$ cat config.mk
export PLATFORM = sky130hd
export DESIGN_NAME = i2c_target_fifo
export DESIGN_NICKNAME = d
export VERILOG_FILES = /design/src/rtl/i2c_target_fifo.sv
export SDC_FILE = /design/constraint.sdc
export NUM_CORES = 1
export LEC_CHECK = 0
export BUFFER_PORTS_ARGS = -buffer_cell sky130_fd_sc_hd__buf_2
export CORE_MARGIN = 8
export CORE_UTILIZATION = 50
export DETAILED_ROUTE_END_ITERATION = 8
export PLACE_DENSITY_LB_ADDON = 0.3
export SYNTH_ARGS = -nofsm -noshare
export SYNTH_HDL_FRONTEND = slang
export SYNTH_SLANG_ARGS = --single-unit
export TNS_END_PERCENT = 100
$ cat constraint.sdc
create_clock -name clock -period 3.8 [get_ports clock]
set_input_delay 0.95 -clock clock [delete_from_list [all_inputs] [get_ports clock]]
set_output_delay 0.95 -clock clock [all_outputs]
set_load 0.03 [all_outputs]
$ cat src/rtl/i2c_target_fifo.sv
// i2c_target_fifo: I2C target controller with RX/TX byte FIFOs, address masking,
// general call, repeated START handling and optional SCL clock stretching.
// Ports:
//   clock, reset_n            system clock, asynchronous active-low reset
//   scl_in, sda_in            pad inputs (synchronised internally)
//   scl_oe, sda_oe            1 = pull the corresponding open-drain line low
//   rx_data/rx_valid/rx_ready RX FIFO head and pop handshake
//   tx_data/tx_valid/tx_ready TX FIFO push handshake
//   addr_hit, addr_rw         address-match pulse and R/W bit of last match
//   stop_det                  STOP pulse
//   rx_overflow               byte NACKed because the RX FIFO was full
//   tx_underflow              0xFF sent because the TX FIFO was empty
//   busy                      transfer in progress (START until STOP/IGNORE)
module i2c_target_fifo #(
    parameter logic [6:0] I2C_ADDRESS     = 7'h49,
    parameter logic [6:0] ADDR_MASK       = 7'h7F,
    parameter bit         GENERAL_CALL_EN = 1'b0,
    parameter int         RX_DEPTH        = 4,
    parameter int         TX_DEPTH        = 4,
    parameter int         SYNC_STAGES     = 2,
    parameter bit         STRETCH_EN      = 1'b1
) (
    input  logic       clock,
    input  logic       reset_n,
    input  logic       scl_in,
    input  logic       sda_in,
    output logic       scl_oe,
    output logic       sda_oe,
    output logic [7:0] rx_data,
    output logic       rx_valid,
    input  logic       rx_ready,
    input  logic [7:0] tx_data,
    input  logic       tx_valid,
    output logic       tx_ready,
    output logic       addr_hit,
    output logic       addr_rw,
    output logic       stop_det,
    output logic       rx_overflow,
    output logic       tx_underflow,
    output logic       busy
);
    localparam int RXW = $clog2(RX_DEPTH);
    localparam int TXW = $clog2(TX_DEPTH);

    localparam logic [3:0] IDLE     = 4'd0;
    localparam logic [3:0] ADDR     = 4'd1;
    localparam logic [3:0] ADDR_ACK = 4'd2;
    localparam logic [3:0] RX_DATA  = 4'd3;
    localparam logic [3:0] RX_ACK   = 4'd4;
    localparam logic [3:0] TX_LOAD  = 4'd5;
    localparam logic [3:0] TX_DATA  = 4'd6;
    localparam logic [3:0] TX_ACK   = 4'd7;
    localparam logic [3:0] IGNORE   = 4'd8;

    logic [SYNC_STAGES-1:0] scl_sync_q, sda_sync_q;
    logic                   scl_prev_q, sda_prev_q;
    logic                   scl_s, sda_s, scl_rise, scl_fall, start_c, stop_c;

    logic [3:0] state_q, state_d;
    logic [7:0] shift_q, shift_d;
    logic [2:0] bit_cnt_q, bit_cnt_d;
    logic       sda_oe_q, sda_oe_d, scl_oe_q, scl_oe_d;
    logic       ack_seen_q, ack_seen_d;
    logic       addr_rw_q, addr_rw_d;
    logic       addr_hit_q, addr_hit_d, stop_det_q, stop_det_d;
    logic       rx_ovf_q, rx_ovf_d, tx_unf_q, tx_unf_d;
    logic [7:0] byte_in;
    logic       match, load;

    logic [7:0]   rx_mem [RX_DEPTH];
    logic [RXW-1:0] rx_wr_q, rx_rd_q;
    logic [RXW:0]   rx_cnt_q;
    logic           rx_push, rx_pop, rx_full;

    logic [7:0]   tx_mem [TX_DEPTH];
    logic [TXW-1:0] tx_wr_q, tx_rd_q;
    logic [TXW:0]   tx_cnt_q;
    logic           tx_push, tx_pop, tx_empty;

    // Bus conditions are only ever derived from the synchronised copies.
    assign scl_s    = scl_sync_q[SYNC_STAGES-1];
    assign sda_s    = sda_sync_q[SYNC_STAGES-1];
    assign scl_rise = scl_s & ~scl_prev_q;
    assign scl_fall = ~scl_s & scl_prev_q;
    assign start_c  = scl_s & scl_prev_q & ~sda_s & sda_prev_q;
    assign stop_c   = scl_s & scl_prev_q & sda_s & ~sda_prev_q;

    assign byte_in = {shift_q[6:0], sda_s};
    assign match   = (((byte_in[7:1] ^ I2C_ADDRESS) & ADDR_MASK) == 7'd0) ||
                     (GENERAL_CALL_EN && byte_in == 8'h00);

    assign rx_full  = rx_cnt_q == (RXW+1)'(RX_DEPTH);
    assign rx_valid = rx_cnt_q != '0;
    assign rx_data  = rx_mem[rx_rd_q];
    assign rx_pop   = rx_valid & rx_ready;

    assign tx_empty = tx_cnt_q == '0;
    assign tx_ready = tx_cnt_q != (TXW+1)'(TX_DEPTH);
    assign tx_push  = tx_valid & tx_ready;

    assign scl_oe       = scl_oe_q;
    assign sda_oe       = sda_oe_q;
    assign addr_hit     = addr_hit_q;
    assign addr_rw      = addr_rw_q;
    assign stop_det     = stop_det_q;
    assign rx_overflow  = rx_ovf_q;
    assign tx_underflow = tx_unf_q;
    assign busy         = (state_q != IDLE) && (state_q != IGNORE);

    always_comb begin
        state_d    = state_q;
        shift_d    = shift_q;
        bit_cnt_d  = bit_cnt_q;
        sda_oe_d   = sda_oe_q;
        scl_oe_d   = 1'b0;
        ack_seen_d = ack_seen_q;
        addr_rw_d  = addr_rw_q;
        addr_hit_d = 1'b0;
        stop_det_d = 1'b0;
        rx_ovf_d   = 1'b0;
        tx_unf_d   = 1'b0;
        rx_push    = 1'b0;
        tx_pop     = 1'b0;
        load       = 1'b0;
        if (start_c) begin
            state_d   = ADDR;
            bit_cnt_d = 3'd0;
            sda_oe_d  = 1'b0;
        end else if (stop_c) begin
            state_d    = IDLE;
            sda_oe_d   = 1'b0;
            stop_det_d = 1'b1;
        end else begin
            case (state_q)
                ADDR: if (scl_rise) begin
                    shift_d   = byte_in;
                    bit_cnt_d = bit_cnt_q + 3'd1;
                    if (bit_cnt_q == 3'd7) begin
                        state_d    = match ? ADDR_ACK : IGNORE;
                        addr_hit_d = match;
                        addr_rw_d  = match ? byte_in[0] : addr_rw_q;
                    end
                end
                // First fall after the byte drives ACK, the next fall ends the slot.
                ADDR_ACK, RX_ACK: if (scl_fall) begin
                    if (!sda_oe_q) begin
                        sda_oe_d = 1'b1;
                    end else begin
                        sda_oe_d  = 1'b0;
                        bit_cnt_d = 3'd0;
                        load      = (state_q == ADDR_ACK) && addr_rw_q;
                        state_d   = load ? state_q : RX_DATA;
                    end
                end
                RX_DATA: if (scl_rise) begin
                    shift_d   = byte_in;
                    bit_cnt_d = bit_cnt_q + 3'd1;
                    if (bit_cnt_q == 3'd7) begin
                        rx_push  = !rx_full;
                        rx_ovf_d = rx_full;
                        state_d  = rx_full ? IGNORE : RX_ACK;
                    end
                end
                TX_LOAD: load = 1'b1;
                TX_DATA: if (scl_fall) begin
                    if (bit_cnt_q == 3'd7) begin
                        sda_oe_d   = 1'b0;
                        ack_seen_d = 1'b0;
                        state_d    = TX_ACK;
                    end else begin
                        bit_cnt_d = bit_cnt_q + 3'd1;
                        shift_d   = {shift_q[6:0], 1'b0};
                        sda_oe_d  = ~shift_q[6];
                    end
                end
                TX_ACK: begin
                    if (scl_rise) begin
                        state_d    = sda_s ? IGNORE : TX_ACK;
                        ack_seen_d = ~sda_s;
                    end
                    load = scl_fall & ack_seen_q;
                end
                IDLE, IGNORE: state_d = state_q;
                default: state_d = IDLE;
            endcase
            // Byte fetch for transmission; while stretching, SCL stays held for
            // the pop cycle and is released on the following clock.
            if (load) begin
                if (!tx_empty) begin
                    tx_pop    = 1'b1;
                    shift_d   = tx_mem[tx_rd_q];
                    sda_oe_d  = ~tx_mem[tx_rd_q][7];
                    bit_cnt_d = 3'd0;
                    scl_oe_d  = state_q == TX_LOAD;
                    state_d   = TX_DATA;
                end else if (STRETCH_EN) begin
                    sda_oe_d = 1'b0;
                    scl_oe_d = 1'b1;
                    state_d  = TX_LOAD;
                end else begin
                    shift_d   = 8'hFF;
                    sda_oe_d  = 1'b0;
                    bit_cnt_d = 3'd0;
                    tx_unf_d  = 1'b1;
                    state_d   = TX_DATA;
                end
            end
        end
    end

    always_ff @(posedge clock or negedge reset_n) begin
        if (!reset_n) begin
            scl_sync_q <= '1;
            sda_sync_q <= '1;
            scl_prev_q <= 1'b1;
            sda_prev_q <= 1'b1;
            state_q    <= IDLE;
            shift_q    <= 8'h00;
            bit_cnt_q  <= 3'd0;
            sda_oe_q   <= 1'b0;
            scl_oe_q   <= 1'b0;
            ack_seen_q <= 1'b0;
            addr_rw_q  <= 1'b0;
            addr_hit_q <= 1'b0;
            stop_det_q <= 1'b0;
            rx_ovf_q   <= 1'b0;
            tx_unf_q   <= 1'b0;
        end else begin
            scl_sync_q <= {scl_sync_q[SYNC_STAGES-2:0], scl_in};
            sda_sync_q <= {sda_sync_q[SYNC_STAGES-2:0], sda_in};
            scl_prev_q <= scl_s;
            sda_prev_q <= sda_s;
            state_q    <= state_d;
            shift_q    <= shift_d;
            bit_cnt_q  <= bit_cnt_d;
            sda_oe_q   <= sda_oe_d;
            scl_oe_q   <= scl_oe_d;
            ack_seen_q <= ack_seen_d;
            addr_rw_q  <= addr_rw_d;
            addr_hit_q <= addr_hit_d;
            stop_det_q <= stop_det_d;
            rx_ovf_q   <= rx_ovf_d;
            tx_unf_q   <= tx_unf_d;
        end
    end

    always_ff @(posedge clock or negedge reset_n) begin
        if (!reset_n) begin
            rx_wr_q  <= '0;
            rx_rd_q  <= '0;
            rx_cnt_q <= '0;
            tx_wr_q  <= '0;
            tx_rd_q  <= '0;
            tx_cnt_q <= '0;
        end else begin
            rx_wr_q  <= rx_wr_q + RXW'(rx_push);
            rx_rd_q  <= rx_rd_q + RXW'(rx_pop);
            rx_cnt_q <= rx_cnt_q + (RXW+1)'(rx_push) - (RXW+1)'(rx_pop);
            tx_wr_q  <= tx_wr_q + TXW'(tx_push);
            tx_rd_q  <= tx_rd_q + TXW'(tx_pop);
            tx_cnt_q <= tx_cnt_q + (TXW+1)'(tx_push) - (TXW+1)'(tx_pop);
        end
    end

    always_ff @(posedge clock) begin
        if (rx_push) rx_mem[rx_wr_q] <= byte_in;
        if (tx_push) tx_mem[tx_wr_q] <= tx_data;
    end
endmodule
==> impl_metrics.tcl <==
set metrics [dict create \
    gp_congestion 0.836 \
    holdBufCountCts 0 \
    io_pins 32 \
    cts-resized-gates 0 \
    irDropWorstVdd_mv 0.297 \
    ys_seq_elements 105 \
    syn_to_final_growth_pct 10.1 \
    rsz0062_at_grt "no" \
    seq_area_sq_mm 0.00296 \
    dieArea_sq_mm 0.0124 \
    reg2reg_slack_ns 0.93 \
    worstPathRequired_ns 4.09 \
    die_w_um 111 \
    critical-path-max-stage-delay_ns 0.61 \
    finalHoldViolations 0 \
    drc 0 \
    fin_tns_setup_ns 0 \
    cp-start-kind "flop" \
    stdcell_area_sq_mm 0.00499 \
    max_clock_freq_ghz 0.348 \
    vias 2524 \
    yosysSeqAreaShare_pct 65.1 \
    async_reset_ff_share_pct 39.0 \
    root_buffer "clkbuf_8" \
    cp-end-kind "flop" \
    synth_edf_count 64 \
    fin_ws_ns 0.926 \
    grt_pass1_wl_mm 13.1 \
    fin_util_pct 57.0 \
    place_area_sq_mm 0.00481 \
    dp_hpwl_mm 5.32 \
    overflow 0 \
    grt_pass1_vias 2537 \
    pwr_density_cell_mw_per_mm2 582 \
    multi_input_area_sq_mm 0.00146 \
    arrival_ns 3.16 \
    cts_buffer_depth 2 \
    cts_tree "done" \
    slew_violations 0 \
    drt_wl_total_mm 7.86 \
    drt_iter0_drc 134 \
    synth_cell_type_count 61 \
    die_y_um 111 \
    postCtsSetupBuffers 0 \
    dr.pass1.iters 4 \
    grt_usage_pct 13.2 \
    cp_slowest_cell "dfrtp_1" \
    worstPathMaxFanout 16 \
    drive_gt1_share_pct 26.3 \
    clkSinkCount 105 \
    numPortBuffers 30 \
    viasPerCell 5.65 \
    syn_inst 300 \
    cts_buffers 9 \
    grt_max_degree 42 \
    wl_per_cell_um 17.6 \
    finalSetupViolCount 0 \
    rows 34 \
    fin_nets 359 \
    core_area_sq_mm 0.00876 \
    status "completed" \
    finalCritPeriodShare_pct 75.6 \
    h-tree-depth 3 \
    start_util_pct 51.8 \
    antenna_found_initial 0 \
    place_ws_ns 0.951 \
    period_needed_ns 2.87 \
    ys_warn_count 0 \
    worst_pin_slew_ns 0.942 \
    fill_cells 702 \
    path_class "flop to flop" \
    syn_avg_cell_area_sq_um 15.1 \
    p_leak_nw 1.89 \
    skew_ns 0.0126 \
    cap_violations 0 \
    crit_chain "nor3b_1 -> and2_1 -> nand4_1 -> ha_1 -> inv_1 -> ha_1 -> inv_1 -> fa_1 -> xnor2_1 -> xnor2_1" \
    relSlewSlack_pct 37.2 \
    ant_nets 0 \
    hold_path.class "flop to flop" \
    clk_pin_slew_ns 0.10 \
    synth_top_flop_cell "edfxtp_1" \
    num_antenna_cells 0 \
    clock_latency_ns 0.36 \
    synth_area_sq_mm 0.00454 \
    synth_fp_nets 325 \
]
[cells by family after synthesis]
kind of cell,Yosys count,synth area share (%)
muxes,18,8.41
xor gates and xnor gates,10,1.93
DFF,105,65.1
adders and majority gates,12,3.58
AOI/OAI and AO/OA,41,7.36
buffers and inverters,27,2.62
and+or+nand+nor,86,10.9
other,1,0.0826
[path summary, 6_finish.rpt]
check                           depth (start not counted)               startpoint                  endpoint
worst max-delay path                                   10   state_q[0]$_DFFE_PN0P_     rx_cnt_q[2]$_DFF_PN0_
worst min-delay path                                    0  scl_sync_q[0]$_DFF_PN1_   scl_sync_q[1]$_DFF_PN1_
worst max register to register                         10   state_q[0]$_DFFE_PN0P_     rx_cnt_q[2]$_DFF_PN0_
worst min register to register                          0  scl_sync_q[0]$_DFF_PN1_   scl_sync_q[1]$_DFF_PN1_
max in group asynchronous                               1                  reset_n  bit_cnt_q[1]$_DFFE_PN0N_
min in group asynchronous                               1                  reset_n    shift_q[2]$_DFFE_PN0P_
[sequential cells by signal, summed over array words and instances, names as in the netlist, 2 cells and up]
name and count:
rx_mem 32, tx_mem 32, shift_q 7, state_q 4, bit_cnt_q 3, rx_cnt_q 3, tx_cnt_q 3, rx_rd_q 2
rx_wr_q 2, scl_sync_q 2, sda_sync_q 2, tx_rd_q 2, tx_wr_q 2
[report_power, final]
part | leakage (nW) | internal [mW] | switching (mW)
clock | 0.0926 | 0.256 | 0.401
sequential | 1.10 | 1.44 | 0.195
combinational | 0.698 | 0.299 | 0.319
total | 1.89 | 1.99 | 0.915
[worst max-delay path, delay by kind of cell, from the launching register on]
family | cells | cell delay [ns]
xor gates and xnor gates | 2 | 0.33
buffers and inverters | 2 | 0.11
adders and majority gates | 3 | 0.87
DFF | 1 | 0.61
and+or+nand+nor | 3 | 0.88
[synth_stat cells (2+ instances only)]
| library cell | count | share of area [%] |
|---|---|---|
| nor2b_1 | 4 | 0.55 |
| dfstp_2 | 6 | 3.5 |
| nor4b_1 | 2 | 0.39 |
| a21oi_1 | 4 | 0.44 |
| buf_2 | 5 | 0.55 |
| edfxtp_1 | 64 | 42 |
| clkbuf_1 | 5 | 0.41 |
| or4_1 | 2 | 0.33 |
| nand3_1 | 6 | 0.66 |
| nand2_1 | 15 | 1.2 |
| dfrtp_1 | 35 | 19 |
| mux4_2 | 16 | 7.9 |
| nor2_1 | 15 | 1.2 |
| o21a_1 | 2 | 0.33 |
| o21ai_0 | 5 | 0.55 |
| ha_1 | 9 | 2.5 |
| xnor2_1 | 4 | 0.77 |
| o21bai_1 | 2 | 0.33 |
| xor2_1 | 6 | 1.2 |
| nand4_1 | 2 | 0.28 |
| fa_1 | 2 | 0.88 |
| or3_1 | 4 | 0.55 |
| nand2b_1 | 8 | 1.1 |
| and2_1 | 3 | 0.41 |
| nor3_1 | 5 | 0.55 |
| and3b_1 | 3 | 0.58 |
| o211ai_1 | 3 | 0.50 |
| or2_2 | 2 | 0.28 |
| buf_1 | 2 | 0.17 |
| and3_1 | 3 | 0.41 |
| a221oi_1 | 2 | 0.39 |
| o221a_2 | 6 | 1.5 |
| nor4bb_1 | 2 | 0.44 |
| a311oi_1 | 2 | 0.39 |
| inv_1 | 13 | 1.1 |
| nor3b_1 | 6 | 0.99 |
[stage by stage]
stage	std cells	hold slack, ns	power, mW
floorplan	300	0.345	2.09
finish	447	0.362	2.91
global route	447	0.365	3.08
global placement	431	0.346	2.26
detailed placement	431	0.347	2.29
CTS	447	0.363	2.95
[area by class of cell]
cell class,instances,share of cell area (%)
Timing Repair Buffer,37,4.06
Multi-Input combinational cell,168,29.3
Sequential cell,105,59.2
Clock buffer,10,2.56
Inverter,13,0.977
Tap cell,108,2.71
Clock inverter,6,1.23
[per-layer routing]
layer | track usage (%) | routed length (um) | part of all wire [%]
met1 | 16.7 | 3680 | 47
met2 | 20.9 | 3820 | 49
met3 | 4.44 | 289 | 3.7
met4 | 4.00 | 76 | 0.97
met5 | 0 | 0 | 0
[layout by cell type (no fill, tap or decap), types with 3 or more instances in the layout]
master / instances
edfxtp_1: 64
mux4_2: 16
nor2b_1: 4
nand3_1: 6
inv_1: 13
ha_1: 9
nor3b_1: 6
dfrtp_1: 35
and3_1: 3
o211ai_1: 3
clkbuf_8: 9
dfstp_2: 6
o21ai_0: 5
buf_2: 30
and3b_1: 3
o221a_2: 6
or3_1: 4
nor3_1: 5
and2_1: 3
nand2b_1: 8
nor2_1: 15
xor2_1: 6
nand2_1: 15
a21oi_1: 4
buf_4: 7
xnor2_1: 4
inv_6: 3
Note: power is estimated with default switching activity, not from simulation.
